## src/rtl/overlay_capture_ctrl_pkg.sv

```systemverilog
// Shared definitions for the overlay capture controller: FSM encodings,
// history entry layout and the field positions of the val_s status word.
package overlay_capture_ctrl_pkg;

  // FSM state encodings (2-bit, kept as plain constants for legacy users)
  localparam logic [1:0] ST_RUN     = 2'd0;
  localparam logic [1:0] ST_TRIG    = 2'd1;
  localparam logic [1:0] ST_STOPPED = 2'd2;

  // Bus field widths
  localparam int ADDR_W = 32;
  localparam int DATA_W = 16;
  localparam int FC_W   = 3;

  // One history entry: {addr, data, rw, fc}
  typedef struct packed {
    logic [ADDR_W-1:0] addr;
    logic [DATA_W-1:0] data;
    logic              rw;
    logic [FC_W-1:0]   fc;
  } entry_t;

  localparam int ENTRY_W = $bits(entry_t);  // 52

  // val_s layout: {8'h0, view_off(8), state(2), 3'b0, fc(3), 7'b0, rw}
  localparam int VS_RW_BIT    = 0;
  localparam int VS_FC_LSB    = 8;
  localparam int VS_STATE_LSB = 14;
  localparam int VS_VIEW_LSB  = 16;

  // Assemble the status word shown in the overlay S field
  function automatic logic [31:0] pack_status(input logic [7:0]      view,
                                              input logic [1:0]      state,
                                              input logic [FC_W-1:0] fc,
                                              input logic            rw);
    logic [31:0] s;
    s                       = '0;
    s[VS_VIEW_LSB  +: 8]    = view;
    s[VS_STATE_LSB +: 2]    = state;
    s[VS_FC_LSB    +: FC_W] = fc;
    s[VS_RW_BIT]            = rw;
    return s;
  endfunction

endpackage

```

## src/rtl/overlay_capture_ctrl_if.sv

```systemverilog
// CPU bus-cycle observation interface: one completed bus cycle per
// bus_valid pulse. The CPU side (or a bench) is the master, the capture
// controller only listens.
interface overlay_capture_ctrl_if;
  import overlay_capture_ctrl_pkg::*;

  logic              bus_valid;
  logic [ADDR_W-1:0] bus_addr;
  logic [DATA_W-1:0] bus_data;
  logic              bus_rw;
  logic [FC_W-1:0]   bus_fc;

  modport master (output bus_valid, bus_addr, bus_data, bus_rw, bus_fc);
  modport slave  (input  bus_valid, bus_addr, bus_data, bus_rw, bus_fc);

endinterface

```

## src/rtl/overlay_capture_ctrl_capture_ring.sv

```systemverilog
// History ring storage: DEPTH x ENTRY_W simple dual-port RAM with a
// synchronous write port and a registered (1-cycle latency) read port.
module overlay_capture_ctrl_capture_ring
  import overlay_capture_ctrl_pkg::*;
#(
  parameter  int DEPTH = 16,
  localparam int AW    = $clog2(DEPTH)
) (
  input  logic          clk,
  input  logic          i_wr_en,
  input  logic [AW-1:0] i_wr_addr,
  input  entry_t        i_wr_data,
  input  logic [AW-1:0] i_rd_addr,
  output entry_t        o_rd_data
);

  entry_t r_mem [DEPTH];
  entry_t r_rd_data;

  // Write one captured bus cycle into the ring
  // NOTE: the array has no reset so it maps onto block RAM; the controller's
  // entry count tells readers which slots hold valid data. Sequential state
  // uses non-blocking assignments so all flops update together at the edge.
  always_ff @(posedge clk) begin
    if (i_wr_en) begin
      r_mem[i_wr_addr] <= i_wr_data;
    end
  end

  // Registered read port
  always_ff @(posedge clk) begin
    r_rd_data <= r_mem[i_rd_addr];
  end

  assign o_rd_data = r_rd_data;

endmodule

```

## src/rtl/overlay_capture_ctrl.sv

```systemverilog
// Bus-cycle capture sequencer for the debug overlay A/D/S fields.
// Records bus cycles into a history ring until an address trigger (plus
// POST follow-on captures) or a manual freeze stops it, lets the user browse
// the history while stopped, and refreshes the display registers only on a
// synchronized vsync rising edge so the overlay never tears.
module overlay_capture_ctrl
  import overlay_capture_ctrl_pkg::*;
#(
  parameter int DEPTH = 16,  // power of 2, 2..256
  parameter int POST  = 4    // captures after the trigger, 0..255
) (
  input  logic                   clk,
  input  logic                   reset_n,
  overlay_capture_ctrl_if.slave  bus,
  input  logic                   trig_en,
  input  logic [ADDR_W-1:0]      trig_addr,
  input  logic [ADDR_W-1:0]      trig_mask,
  input  logic                   freeze,
  input  logic                   resume,
  input  logic                   step_older,
  input  logic                   step_newer,
  input  logic                   vs_in,
  output logic [31:0]            val_a,
  output logic [31:0]            val_d,
  output logic [31:0]            val_s,
  output logic                   stopped
);

  localparam int         AW     = $clog2(DEPTH);
  localparam int         CW     = AW + 1;
  localparam logic [7:0] POST_L = 8'(POST);

  // State
  logic [1:0]    r_state;
  logic [1:0]    w_state_nxt;
  logic [AW-1:0] r_wr_ptr;
  logic [CW-1:0] r_count;
  logic [AW-1:0] r_view_off;
  logic [7:0]    r_post_cnt;

  // vsync synchronizer and edge detect
  logic r_vs_meta;
  logic r_vs_sync;
  logic r_vs_prev;
  logic w_vs_rise;

  // Display registers
  logic [31:0] r_val_a;
  logic [31:0] r_val_d;
  logic [31:0] r_val_s;

  // Capture / trigger / browse decode
  logic          w_capture;
  logic          w_trig_hit;
  logic          w_can_older;
  logic [AW-1:0] w_rd_idx;
  entry_t        w_wr_entry;
  entry_t        w_rd_entry;

  assign w_capture  = bus.bus_valid && (r_state != ST_STOPPED);
  assign w_trig_hit = trig_en && (((bus.bus_addr ^ trig_addr) & trig_mask) == '0);
  assign w_wr_entry = '{addr: bus.bus_addr, data: bus.bus_data,
                        rw:   bus.bus_rw,   fc:   bus.bus_fc};

  // Browsing older is allowed while view_off + 1 still addresses a valid entry
  assign w_can_older = (({1'b0, r_view_off} + CW'(1)) < r_count);

  // Newest entry sits at wr_ptr-1; view_off walks back from there, wrapping
  assign w_rd_idx = r_wr_ptr - AW'(1) - r_view_off;

  assign w_vs_rise = r_vs_sync && !r_vs_prev;

  overlay_capture_ctrl_capture_ring #(
    .DEPTH (DEPTH)
  ) u_ring (
    .clk       (clk),
    .i_wr_en   (w_capture),
    .i_wr_addr (r_wr_ptr),
    .i_wr_data (w_wr_entry),
    .i_rd_addr (w_rd_idx),
    .o_rd_data (w_rd_entry)
  );

  // Next-state logic: resume beats freeze, freeze beats the trigger path
  // NOTE: the default assignment at the top keeps every path assigned, so no
  // latch is inferred when a branch leaves the state alone.
  always_comb begin
    w_state_nxt = r_state;
    case (r_state)
      ST_RUN: begin
        if (freeze && !resume) begin
          w_state_nxt = ST_STOPPED;
        end else if (w_capture && w_trig_hit) begin
          w_state_nxt = (POST == 0) ? ST_STOPPED : ST_TRIG;
        end
      end
      ST_TRIG: begin
        if (resume) begin
          w_state_nxt = ST_RUN;
        end else if (freeze) begin
          w_state_nxt = ST_STOPPED;
        end else if (w_capture && (r_post_cnt <= 8'd1)) begin
          w_state_nxt = ST_STOPPED;
        end
      end
      ST_STOPPED: begin
        if (resume) begin
          w_state_nxt = ST_RUN;
        end
      end
      default: w_state_nxt = ST_RUN;
    endcase
  end

  // FSM state register
  always_ff @(posedge clk or negedge reset_n) begin
    if (!reset_n) begin
      r_state <= ST_RUN;
    end else begin
      r_state <= w_state_nxt;
    end
  end

  // Post-trigger countdown: loaded by the trigger capture, one tick per capture in TRIG
  always_ff @(posedge clk or negedge reset_n) begin
    if (!reset_n) begin
      r_post_cnt <= '0;
    end else if (w_capture) begin
      if ((r_state == ST_RUN) && w_trig_hit) begin
        r_post_cnt <= POST_L;
      end else if ((r_state == ST_TRIG) && (r_post_cnt != '0)) begin
        r_post_cnt <= r_post_cnt - 8'd1;
      end
    end
  end

  // Write pointer and saturating fill count
  always_ff @(posedge clk or negedge reset_n) begin
    if (!reset_n) begin
      r_wr_ptr <= '0;
      r_count  <= '0;
    end else if (w_capture) begin
      r_wr_ptr <= r_wr_ptr + AW'(1);
      if (r_count != CW'(DEPTH)) begin
        r_count <= r_count + CW'(1);
      end
    end
  end

  // History browse offset: live only while stopped, opposing steps cancel
  always_ff @(posedge clk or negedge reset_n) begin
    if (!reset_n) begin
      r_view_off <= '0;
    end else if ((r_state != ST_STOPPED) || resume) begin
      r_view_off <= '0;
    end else if (step_older && !step_newer && w_can_older) begin
      r_view_off <= r_view_off + AW'(1);
    end else if (step_newer && !step_older && (r_view_off != '0)) begin
      r_view_off <= r_view_off - AW'(1);
    end
  end

  // Two-flop vsync synchronizer plus delayed copy for rising-edge detect
  always_ff @(posedge clk or negedge reset_n) begin
    if (!reset_n) begin
      r_vs_meta <= 1'b0;
      r_vs_sync <= 1'b0;
      r_vs_prev <= 1'b0;
    end else begin
      r_vs_meta <= vs_in;
      r_vs_sync <= r_vs_meta;
      r_vs_prev <= r_vs_sync;
    end
  end

  // Display registers: load once per frame, hold otherwise
  always_ff @(posedge clk or negedge reset_n) begin
    if (!reset_n) begin
      r_val_a <= '0;
      r_val_d <= '0;
      r_val_s <= '0;
    end else if (w_vs_rise) begin
      if (r_count == '0) begin
        // Empty history: the ring slot holds no captured cycle, show zeros
        r_val_a <= '0;
        r_val_d <= '0;
        r_val_s <= pack_status(8'(r_view_off), r_state, 3'b000, 1'b0);
      end else begin
        r_val_a <= w_rd_entry.addr;
        r_val_d <= {16'h0, w_rd_entry.data};
        r_val_s <= pack_status(8'(r_view_off), r_state, w_rd_entry.fc, w_rd_entry.rw);
      end
    end
  end

  assign val_a   = r_val_a;
  assign val_d   = r_val_d;
  assign val_s   = r_val_s;
  assign stopped = (r_state == ST_STOPPED);

endmodule

```

## src/flat_wrapper.sv

```systemverilog
// flat-port wrapper written by rule: the top's interface ports become plain ports
module overlay_capture_ctrl_flat import overlay_capture_ctrl_pkg::*;
#(
  parameter int DEPTH = 16,                       
  parameter int POST  = 4                                         
)
  (clk, reset_n, trig_en, trig_addr, trig_mask, freeze, resume, step_older, step_newer, vs_in, val_a, val_d, val_s, stopped, bus_bus_valid, bus_bus_addr, bus_bus_data, bus_bus_rw, bus_bus_fc);
  overlay_capture_ctrl_if bus_i ();
  input  logic clk;
  input  logic reset_n;
  input  logic trig_en;
  input  logic [ADDR_W-1:0] trig_addr;
  input  logic [ADDR_W-1:0] trig_mask;
  input  logic freeze;
  input  logic resume;
  input  logic step_older;
  input  logic step_newer;
  input  logic vs_in;
  output logic [31:0] val_a;
  output logic [31:0] val_d;
  output logic [31:0] val_s;
  output logic stopped;
  input wire logic [$bits(bus_i.bus_valid)-1:0] bus_bus_valid;
  input wire logic [$bits(bus_i.bus_addr)-1:0] bus_bus_addr;
  input wire logic [$bits(bus_i.bus_data)-1:0] bus_bus_data;
  input wire logic [$bits(bus_i.bus_rw)-1:0] bus_bus_rw;
  input wire logic [$bits(bus_i.bus_fc)-1:0] bus_bus_fc;
  assign bus_i.bus_valid = bus_bus_valid;
  assign bus_i.bus_addr = bus_bus_addr;
  assign bus_i.bus_data = bus_bus_data;
  assign bus_i.bus_rw = bus_bus_rw;
  assign bus_i.bus_fc = bus_bus_fc;
  overlay_capture_ctrl #(.DEPTH(DEPTH), .POST(POST)) u_core (.clk(clk), .reset_n(reset_n), .bus(bus_i), .trig_en(trig_en), .trig_addr(trig_addr), .trig_mask(trig_mask), .freeze(freeze), .resume(resume), .step_older(step_older), .step_newer(step_newer), .vs_in(vs_in), .val_a(val_a), .val_d(val_d), .val_s(val_s), .stopped(stopped));
endmodule
```

## config.mk

```make
export PLATFORM = sky130hd
export DESIGN_NAME = overlay_capture_ctrl_flat
export DESIGN_NICKNAME = d
export VERILOG_FILES = /design/src/rtl/overlay_capture_ctrl_pkg.sv /design/src/rtl/overlay_capture_ctrl_if.sv /design/src/rtl/overlay_capture_ctrl_capture_ring.sv /design/src/rtl/overlay_capture_ctrl.sv /design/src/flat_wrapper.sv
export SDC_FILE = /design/constraint.sdc
export NUM_CORES = 1
export LEC_CHECK = 0
export ABC_AREA = 1
export BUFFER_PORTS_ARGS = -buffer_cell sky130_fd_sc_hd__buf_2
export CAP_MARGIN = 20
export CELL_PAD_IN_SITES_DETAIL_PLACEMENT = 1
export CELL_PAD_IN_SITES_GLOBAL_PLACEMENT = 1
export CORE_UTILIZATION = 30
export CTS_CLUSTER_SIZE = 30
export DETAILED_ROUTE_END_ITERATION = 10
export PLACE_DENSITY = 0.62
export SLEW_MARGIN = 20
export SYNTH_ARGS = -nofsm -noshare
export SYNTH_HDL_FRONTEND = slang
export SYNTH_SLANG_ARGS = --single-unit
```

## constraint.sdc

```tcl
create_clock -name clk -period 4.9 [get_ports clk]
set_input_delay 1.47 -clock clk [delete_from_list [all_inputs] [get_ports clk]]
set_output_delay 1.47 -clock clk [all_outputs]
set_load 0.01 [all_outputs]
```

Word level (Yosys, flattened, before mapping)
Memory sizes are Yosys's and may differ from the RTL's. A register that Yosys moved wholly into a read port is not among the register bits.
Cells that the tools add are included.

cells by class
  add/subtract/negate cells = 8
  $mul = 0
  div/mod/pow operators = 0
  $lt $le $gt $ge = 2
  equality and inequality tests = 7
  shift-type cells = 0
  mux-type cells = 17
  bitwise gates (word level) = 2
  reductions and logical operators = 27

operators with widths
  kind                                                                    number
  32-bit bitwise AND                                                      1
  32-bit zero test                                                        1
  32-bit 2-to-1 mux                                                       1
  32-bit XOR                                                              1
  16-bit 2-to-1 mux                                                       1
  8-bit 2-to-1 mux                                                        2
  1-bit logical AND                                                       12
  2-bit 2-to-1 mux                                                        6
  4-bit 2-to-1 mux                                                        3
  11-bit 2-to-1 mux                                                       1
  4-bit by 1-bit adder with 4-bit output (second input constant)          2
  8-bit by 1-bit <= comparator with 1-bit output (second input constant)  1
  8-bit nonzero test                                                      1
  4-bit by 1-bit subtractor with 4-bit output (second input constant)     2
  8-bit by 1-bit subtractor with 8-bit output (second input constant)     1
  2-bit case mux with 3 select lines                                      1
  4-bit by 1-bit adder with 5-bit output (second input constant)          1
  5-bit by 1-bit adder with 5-bit output (second input constant)          1
  5-bit zero test                                                         1
  5-bit less-than comparator                                              1
  5-bit != test (second input constant)                                   1
  1-bit zero test                                                         4
  2-bit != test (second input constant)                                   2
  4-bit by 3-bit != test with 1-bit output (second input constant)        1
  12 further kinds                                                        14

word-level totals
  register bits after elaboration = 110
  latch bits = 0
  bits in writable memories = 832
  memory bits (read-only) = 0
  output and inout port bits = 97
  logic and storage cells = 75
  memories kept = 1

memories
  memory               depth  bits a word  read ports  clocked after Yosys merged registers in  write ports  line                                     source
  u_core.u_ring.r_mem  16     52           1           1                                        1            overlay_capture_ctrl_capture_ring.sv:17  entry_t r_mem [DEPTH];

Logic depth before layout (Yosys ltp)
Gate-level depths: netlist of run 1.

  depth after elaboration = 8
  depth in mapped cells = 13
  mapped depth without buffers = 13

Hierarchy
Synthesis of run 1 repeated with hierarchy kept, for this count alone.

unflattened totals
  cells, all modules = 4114
  area, all modules = 41626.2 sq um

modules (own cells, without submodules)
  module                             times used  cells an instance  area each (sq um)  seq. area each (sq um)
  overlay_capture_ctrl_capture_ring  1           3428               36522.5            26025.0
  overlay_capture_ctrl               1           686                5103.6             2102.0

Least setup slack after synthesis of run 1
Ideal clock, no wire load.

  kind = input to register
  start = in bus_bus_valid
  end = mem u_core.u_ring.r_mem[11][0] (netlist bit) (enable)
  data arrival time = 4.317 ns
  slack = 0.121 ns
  stages = 5
  path buffers = 1
  cells stage by stage = inv_1 nor2_4 clkbuf_1 nand2_1 nor2_1

on the way
  cells in the longest elaborated chain, start to end = 3

RTL lines
  item                                    line                                     source
  from (decl)                             flat_wrapper.sv:23                       input wire logic [$bits(bus_i.bus_valid)-1:0] bus_bus_valid;
  1-bit logical AND                       overlay_capture_ctrl.sv:60               assign w_capture = bus.bus_valid && (r_state != ST_STOPPED);
  1-bit 2-to-1 mux                        overlay_capture_ctrl_capture_ring.sv:25  if (i_wr_en) begin
  1-bit 2-to-1 mux (implied by the code)  overlay_capture_ctrl_capture_ring.sv:26  r_mem[i_wr_addr] <= i_wr_data;
  to (decl)                               overlay_capture_ctrl_capture_ring.sv:17

Every way passes these cells.

Worst setup path after layout of run 1
  start = reg u_core.r_view_off[0]
  end = reg, netlist name u_core.u_ring.o_rd_data[3]

on the way
  cells in the longest elaborated chain, start to end = 1

RTL lines
  item                    line                         source
  from (decl)             overlay_capture_ctrl.sv:38   logic [AW-1:0] r_view_off;
  from (signal assigned)  overlay_capture_ctrl.sv:157  r_view_off <= r_view_off + AW'(1);
  from (signal assigned)  overlay_capture_ctrl.sv:159  r_view_off <= r_view_off - AW'(1);
  4-bit subtractor        overlay_capture_ctrl.sv:69   assign w_rd_idx = r_wr_ptr - AW'(1) - r_view_off;

Every way passes these cells.
A chain may end at the register's enable or synchronous reset.

==> impl_metrics.tcl, run 1 <==
set metrics [dict create \
    status "finished clean" \
    ant_nets 0 \
    synth_seq_cells 968 \
    critPathMaxFanout 153 \
    grt_pass1_vias 24950 \
    tightestPinTransition_ps 1074 \
    grt_max_degree 154 \
    yosysWarningCount 0 \
    core_area_sq_mm 0.1296 \
    seq_area_frac_synth_pct 71.68 \
    place_congestion 0.7647 \
    rsz0062_at_grt "no" \
    yosys.cell_types.count 38 \
    clock_path_buffers 3 \
    r2r_slack_ps 1470 \
    slew-limit-headroom_pct 28.41 \
    initial_core_util_pct 30.26 \
    worstHoldPathCells 0 \
    hpwl_um 67780 \
    hp-class "reg2reg" \
    min_to "u_core.r_vs_sync" \
    drv_cap 0 \
    drt_iter0_drc 1903 \
    postCtsResizedCells 0 \
    cts-root-buf "clkbuf_16" \
    cts.sink_count 968 \
    syn_inst 2979 \
    cts_tree "yes" \
    critPathRequiredTime_ps 5390 \
    clk_latency_ps 690 \
    ff2ff_path_depth 9 \
    grt_pass1_wl_um 166400 \
    ys.flop_type "edfxtp_1" \
    cts_setup_buffers 0 \
    fin_crit_sh_pct 69.95 \
    utilization_pct 35.07 \
    fmax_mhz 291.8 \
    powerDensity_mw_per_mm2 721.0 \
    grt_antenna_before_repair 8 \
    vias_per_cell 4.867 \
    worstReg2RegEnd "u_core.u_ring.o_rd_data[3]" \
    cts_hold_buf 0 \
    syn_area_sq_mm 0.03924 \
    hold_viol 0 \
    path_clk_slew_ps 60 \
    post_drt_wl_per_cell_um 22.80 \
    num_vias 24280 \
    cts_buffers 103 \
    cts-htree-levels 3 \
    grt.overflow.total 0 \
    avgSynthCellArea_sq_um 13.17 \
    async_reset_ff_share_pct 8.678 \
    cp-start-kind "flop" \
    die_x_um 363.7 \
    num_rows 132 \
    io_buffers 183 \
    drive_above_1_share_pct 13.09 \
    nNetsFinal 3303 \
    setup.worst_path.end_class "flop" \
    arrival_ps 3910 \
    finalCriticalPeriod_ps 3428 \
    crit_type "reg2reg" \
    hp-start "u_core.r_vs_meta" \
    finalSetupViolCount 0 \
    grtUsageTotal_pct 17.03 \
    r2r-start "u_core.r_view_off[0]" \
    dr.pass1.iters 5 \
    ir_drop_uv 1620 \
    die_h_um 363.7 \
    worst_clock_skew_ps 24.87 \
    synth_edf_count 832 \
    wl_um 113800 \
    io_pins 222 \
    finalSetupTns_ps 0 \
    areaGrowthSynthToFinish_pct 15.88 \
    slew_violations 0 \
    leakage_nw 16.98 \
    drc 0 \
    die_area_sq_mm 0.1322 \
]
==> worst max path at each step <==
stage	start	to	cells after the start
3_5_place_dp	bus_bus_valid	u_core.u_ring.r_mem[1][19]	6
2_1_floorplan	bus_bus_valid	u_core.u_ring.r_mem[11][0]	5
5_1_grt	u_core.r_view_off[0]	u_core.u_ring.o_rd_data[3]	9
4_1_cts	u_core.r_view_off[0]	u_core.u_ring.o_rd_data[14]	8
6_report	u_core.r_view_off[0]	u_core.u_ring.o_rd_data[3]	9
3_3_place_gp	bus_bus_valid	u_core.u_ring.r_mem[1][13]	6
==> per-stage QoR <==
step / hold WS [ps] / power, mW / instances / worst slack, ps / cell area, sq um
floorplan: 331.2 / 20.19 / 3016 / 120.9 / 39380
global placement: 342.8 / 25.15 / 4793 / 1525 / 42110
detailed placement: 335.5 / 25.42 / 4793 / 1495 / 42110
CTS: 360.0 / 33.26 / 4988 / 1500 / 45460
global route: 375.9 / 34.76 / 4988 / 1263 / 45460
finish: 359.1 / 32.78 / 4990 / 1472 / 45470
==> cell families after synthesis <==
group | count (synthesis) | synth area share, %
buffers and inverters | 492 | 5.874
xor gates and xnor gates | 20 | 0.4656
AOI/OAI and AO/OA | 749 | 10.41
DFF | 968 | 71.68
other | 1 | 0.009557
adders and majority gates | 22 | 0.7398
and+or+nand+nor | 519 | 5.507
muxes | 208 | 5.306
==> cell type report <==
type	count	area [sq um]
antenna	2	5.005
clock buffer	129	2706
clock inverter	66	644.4
fill	13720	84180
inverter	290	1097
multi-input combinational	1556	9111
sequential	968	28130
tap	1742	2180
timing repair buffer	237	1599
==> per-layer routing <==
layer	wire [um]	vias to the layer above	GRT usage, %
met5	0	-	0
met4	2345	0	4.674
met3	6541	144	2.878
met2	53250	646	27.69
met1	51650	12470	23.42
li1	-	11030	-
==> Yosys cell counts (12+ instances only) <==
library cell | number | area, sq um
dfrtp_1 | 84 | 2102
a21oi_1 | 264 | 1321
xor2_1 | 16 | 140.1
inv_1 | 287 | 1077
nor2_1 | 63 | 236.5
edfxtp_1 | 832 | 24980
or2_2 | 12 | 75.07
ha_1 | 20 | 250.2
buf_6 | 21 | 236.5
mux2i_1 | 208 | 2082
dfxtp_1 | 52 | 1041
o21ai_1 | 41 | 205.2
nand4_1 | 13 | 81.33
o21ai_0 | 281 | 1406
buf_4 | 45 | 337.8
clkbuf_1 | 75 | 281.5
buf_2 | 38 | 190.2
buf_1 | 16 | 60.06
nand3_1 | 97 | 485.5
a31oi_1 | 53 | 331.6
o211ai_1 | 104 | 780.8
nand2_1 | 328 | 1231
==> critical path: stages, from the launching register on <==
cell and delay (ps):
dfrtp_1 390, inv_1 190, ha_4 220, fa_4 810
buf_12 500, a21oi_1 70, o21ai_0 180, o211ai_1 140
a21oi_1 340, a31oi_1 120
==> state kept, by name, indices dropped and copies added (netlist names), 4 cells and up <==
| name | flops |
|---|---|
| u_core.r_count | 5 |
| u_core.val_s | 10 |
| u_core.val_a | 32 |
| u_core.val_d | 16 |
| u_core.u_ring.r_mem | 832 |
| u_core.r_view_off | 4 |
| u_core.r_post_cnt | 8 |
| u_core.u_ring.o_rd_data | 52 |
| u_core.r_wr_ptr | 4 |
==> power breakdown <==
part,total [mW],internal (mW),leakage [nW],switching (mW)
combinational,14.4,4.41,6.36,9.98
clock,7.78,4.46,1.63,3.32
sequential,10.6,10.2,8.99,0.407
total,32.8,19.1,17.0,13.7
==> placed cells by master, fill, tap and decap left out, types with 21 or more instances in the layout <==
cell type,instances
edfxtp_1,832
nand2_1,328
inv_1,287
o21ai_0,281
a21oi_1,264
mux2i_1,208
buf_2,182
o211ai_1,104
clkbuf_16,104
nand3_1,97
dfrtp_1,84
a31oi_1,53
dfxtp_1,52
nor2_1,46
o21ai_1,41
conb_1,38
buf_4,33
clkbuf_1,24
clkinv_2,23
buf_12,22
clkinv_1,21
(Power assumes the default switching activity.)
==> run 2: changes to the inputs <==
Settings changed: PLACE_DENSITY 0.62 to 0.64.
Clock period 4.9 ns to 2.7 ns, I/O delays scaled along.
==> run 2 against run 1 <==
Effect of this change: count of clock-buffer cells in the layout rose by 31; critical path type unchanged; critical path depth up 1; routed wire length rose by 4.8%; global-route usage grew 0.60 points; clock power grew 81%; register-to-register slack got worse by 1500 ps; setup slack got worse by 1500 ps; clock skew up 9.9 ps; maximum frequency up 28%; non-clock buffer count is 136 higher; worst hold slack worse by 160 ps.
==> impl_metrics.tcl, run 2 (synthesized netlist as in run 1, its figures left out) <==
set metrics [dict create \
    status "finished clean" \
    seq_area_sq_mm 0.02813 \
    areaGrowthSynthToFinish_pct 20.84 \
    fillers 13710 \
    die_area_sq_mm 0.1322 \
    r2r-start "u_core.r_view_off[0]" \
    nNetsFinal 3438 \
    critPathRequiredTime_ps 3320 \
    ir_drop_uv 915.7 \
    grt_pass1_vias 25850 \
    num_vias 24930 \
    met2_length_um 56490 \
    drc 0 \
    seq_power_share_pct 30.3 \
    place_area_sq_mm 0.04357 \
    pwr-share-clk_pct 22.1 \
    initial_core_util_pct 30.26 \
    finalInstanceArea_sq_mm 0.04742 \
    drv_cap 0 \
    io_pins 222 \
    p_int_mw 38.45 \
    post_drt_wl_per_cell_um 23.28 \
    p_comb_share_pct 47.5 \
    grt_antenna_before_repair 18 \
    top_register "u_core.u_ring.r_mem" \
    drt_iter0_drc 2003 \
    clk_latency_ps 680 \
    cts_buffers 102 \
    drive_above_1_share_pct 17.21 \
    fin_crit_sh_pct 99.23 \
    utilization_pct 36.57 \
    powerDensity_mw_per_mm2 1341 \
    hpwl_um 71970 \
    ant_nets 0 \
    finalCriticalPeriod_ps 2679 \
    grt.overflow.total 0 \
    mostFrequentLayoutCells "832 x edfxtp_1, 324 x nand2_1, 285 x inv_1" \
    die_x_um 363.7 \
    worstReg2RegEnd "u_core.u_ring.o_rd_data[25]" \
    multiInputGateArea_sq_mm 0.009181 \
    cts_tree "yes" \
    crit_type "reg2reg" \
    tightestPinTransition_ps 946.8 \
    slew_violations 0 \
    wl_met1_um 52160 \
    grt_pass1_wl_um 170800 \
    hp-class "in2async" \
    rsz0062_at_grt "yes" \
    arrival_ps 3300 \
    grtUsageTotal_pct 17.64 \
    largest_register_ff_count 832 \
    cts-root-buf "clkbuf_16" \
    slew-limit-headroom_pct 36.88 \
    leakage_nw 17.93 \
    swShare_pct 39.54 \
    num_rows 132 \
    top_layer_used "met5" \
    place_congestion 0.7612 \
    cts.sink_count 968 \
    io_buffers 183 \
    r2r_slack_ps 20 \
    path_clk_slew_ps 60 \
    layout_commonest_cell "edfxtp_1" \
    wl_um 119300 \
    vias_per_cell 4.864 \
    core_area_sq_mm 0.1296 \
    power_switching_mw 25.15 \
    finalSetupViolCount 0 \
    critPathMaxFanout 24 \
    cp-start-kind "flop" \
    hold_viol 0 \
    ff2ff_path_depth 10 \
    cts-htree-levels 3 \
    worst_clock_skew_ps 34.78 \
    setup.worst_path.end_class "flop" \
    dr.pass1.iters 5 \
    grt_max_degree 85 \
    fmax_mhz 373.2 \
    die_h_um 363.7 \
    clock_path_buffers 3 \
    wl_met3_um 8082 \
]
-- run 2: cell types whose count changed in the layout (fill, tap and decap cells not counted), moves of 8 or more --
cell      change
o21ai_0      -16
o21ai_1      +16
clkinv_2      -8
clkbuf_1     +12
clkbuf_8     +19
clkinv_1     -18
buf_12       +47
buf_4        +77
-- run 2: stage by stage --
| stage | power [mW] | TNS (ps) | cells | worst slack (ps) | hold slack (ps) |
|---|---|---|---|---|---|
| 5_1_grt | 67.21 | -302.1 | 5124 | -35.77 | 220.2 |
| 6_report | 63.60 | 0 | 5125 | 20.81 | 198.9 |
| 2_1_floorplan | 36.71 | 0 | 3016 | 62.33 | 331.2 |
| 4_1_cts | 62.24 | 0 | 5104 | 13.35 | 192.7 |
| 3_3_place_gp | 47.35 | -27.15 | 4910 | -27.15 | 351.3 |
| 3_5_place_dp | 47.96 | -43.96 | 4910 | -43.96 | 351.2 |
-- run 2: worst max-delay path by stage --
stage,from,end,slack [ps],depth (start not counted)
finish,u_core.r_view_off[0],u_core.u_ring.o_rd_data[25],20,10
global route,u_core.r_view_off[0],u_core.r_view_off[3],-40,14
CTS,u_core.r_view_off[1],u_core.u_ring.o_rd_data[11],10,9
detailed placement,u_core.r_view_off[0],u_core.r_view_off[3],-40,13
global placement,u_core.r_view_off[0],u_core.r_view_off[3],-30,13
floorplan,bus_bus_valid,u_core.u_ring.r_mem[11][0],60,5
-- run 2: final cells by class --
class                           count  area share [%]
Antenna cell                        2         0.01055
Clock buffer                      160           6.354
Clock inverter                     34          0.8259
Inverter                          290           2.319
Multi-Input combinational cell   1556           19.36
Sequential cell                   968           59.32
Tap cell                         1742           4.597
Timing Repair Buffer              373           7.209
-- run 2: worst max-delay path, stage by stage (launching register included) --
cell      delay, ps
dfrtp_1         390
inv_2            80
ha_4            170
fa_4            850
buf_12          160
inv_8            90
buf_12          170
o211ai_1        210
a21oi_1         120
a31oi_1         200
buf_4           170
-- run 2: repair_timing --
action / in CTS / in global routing
buffers inserted: 0 / 12
gates resized for setup: 3 / 39
hold buffers: 0 / 0
cloned: 0 / 7
setup endpoints to repair: 1 / 32
pin swaps: 3 / 22
-- run 2: routing by layer --
| metal | vias to the layer above | global-route usage, % |
|---|---|---|
| met2 | 683 | 29.36 |
| met1 | 12780 | 23.26 |
| met4 | 8 | 4.517 |
| met5 | - | 0 |
| li1 | 11280 | - |
| met3 | 172 | 3.790 |
-- run 2: power groups by stage --
stage / Sequential, mW / Clock, mW / Combinational (mW)
floorplan: 19.5 / 0 / 17.2
global placement: 19.6 / 0 / 27.8
detailed placement: 19.6 / 0 / 28.3
CTS: 19.3 / 14.4 / 28.5
global route: 19.5 / 14.9 / 32.9
finish: 19.3 / 14.1 / 30.2
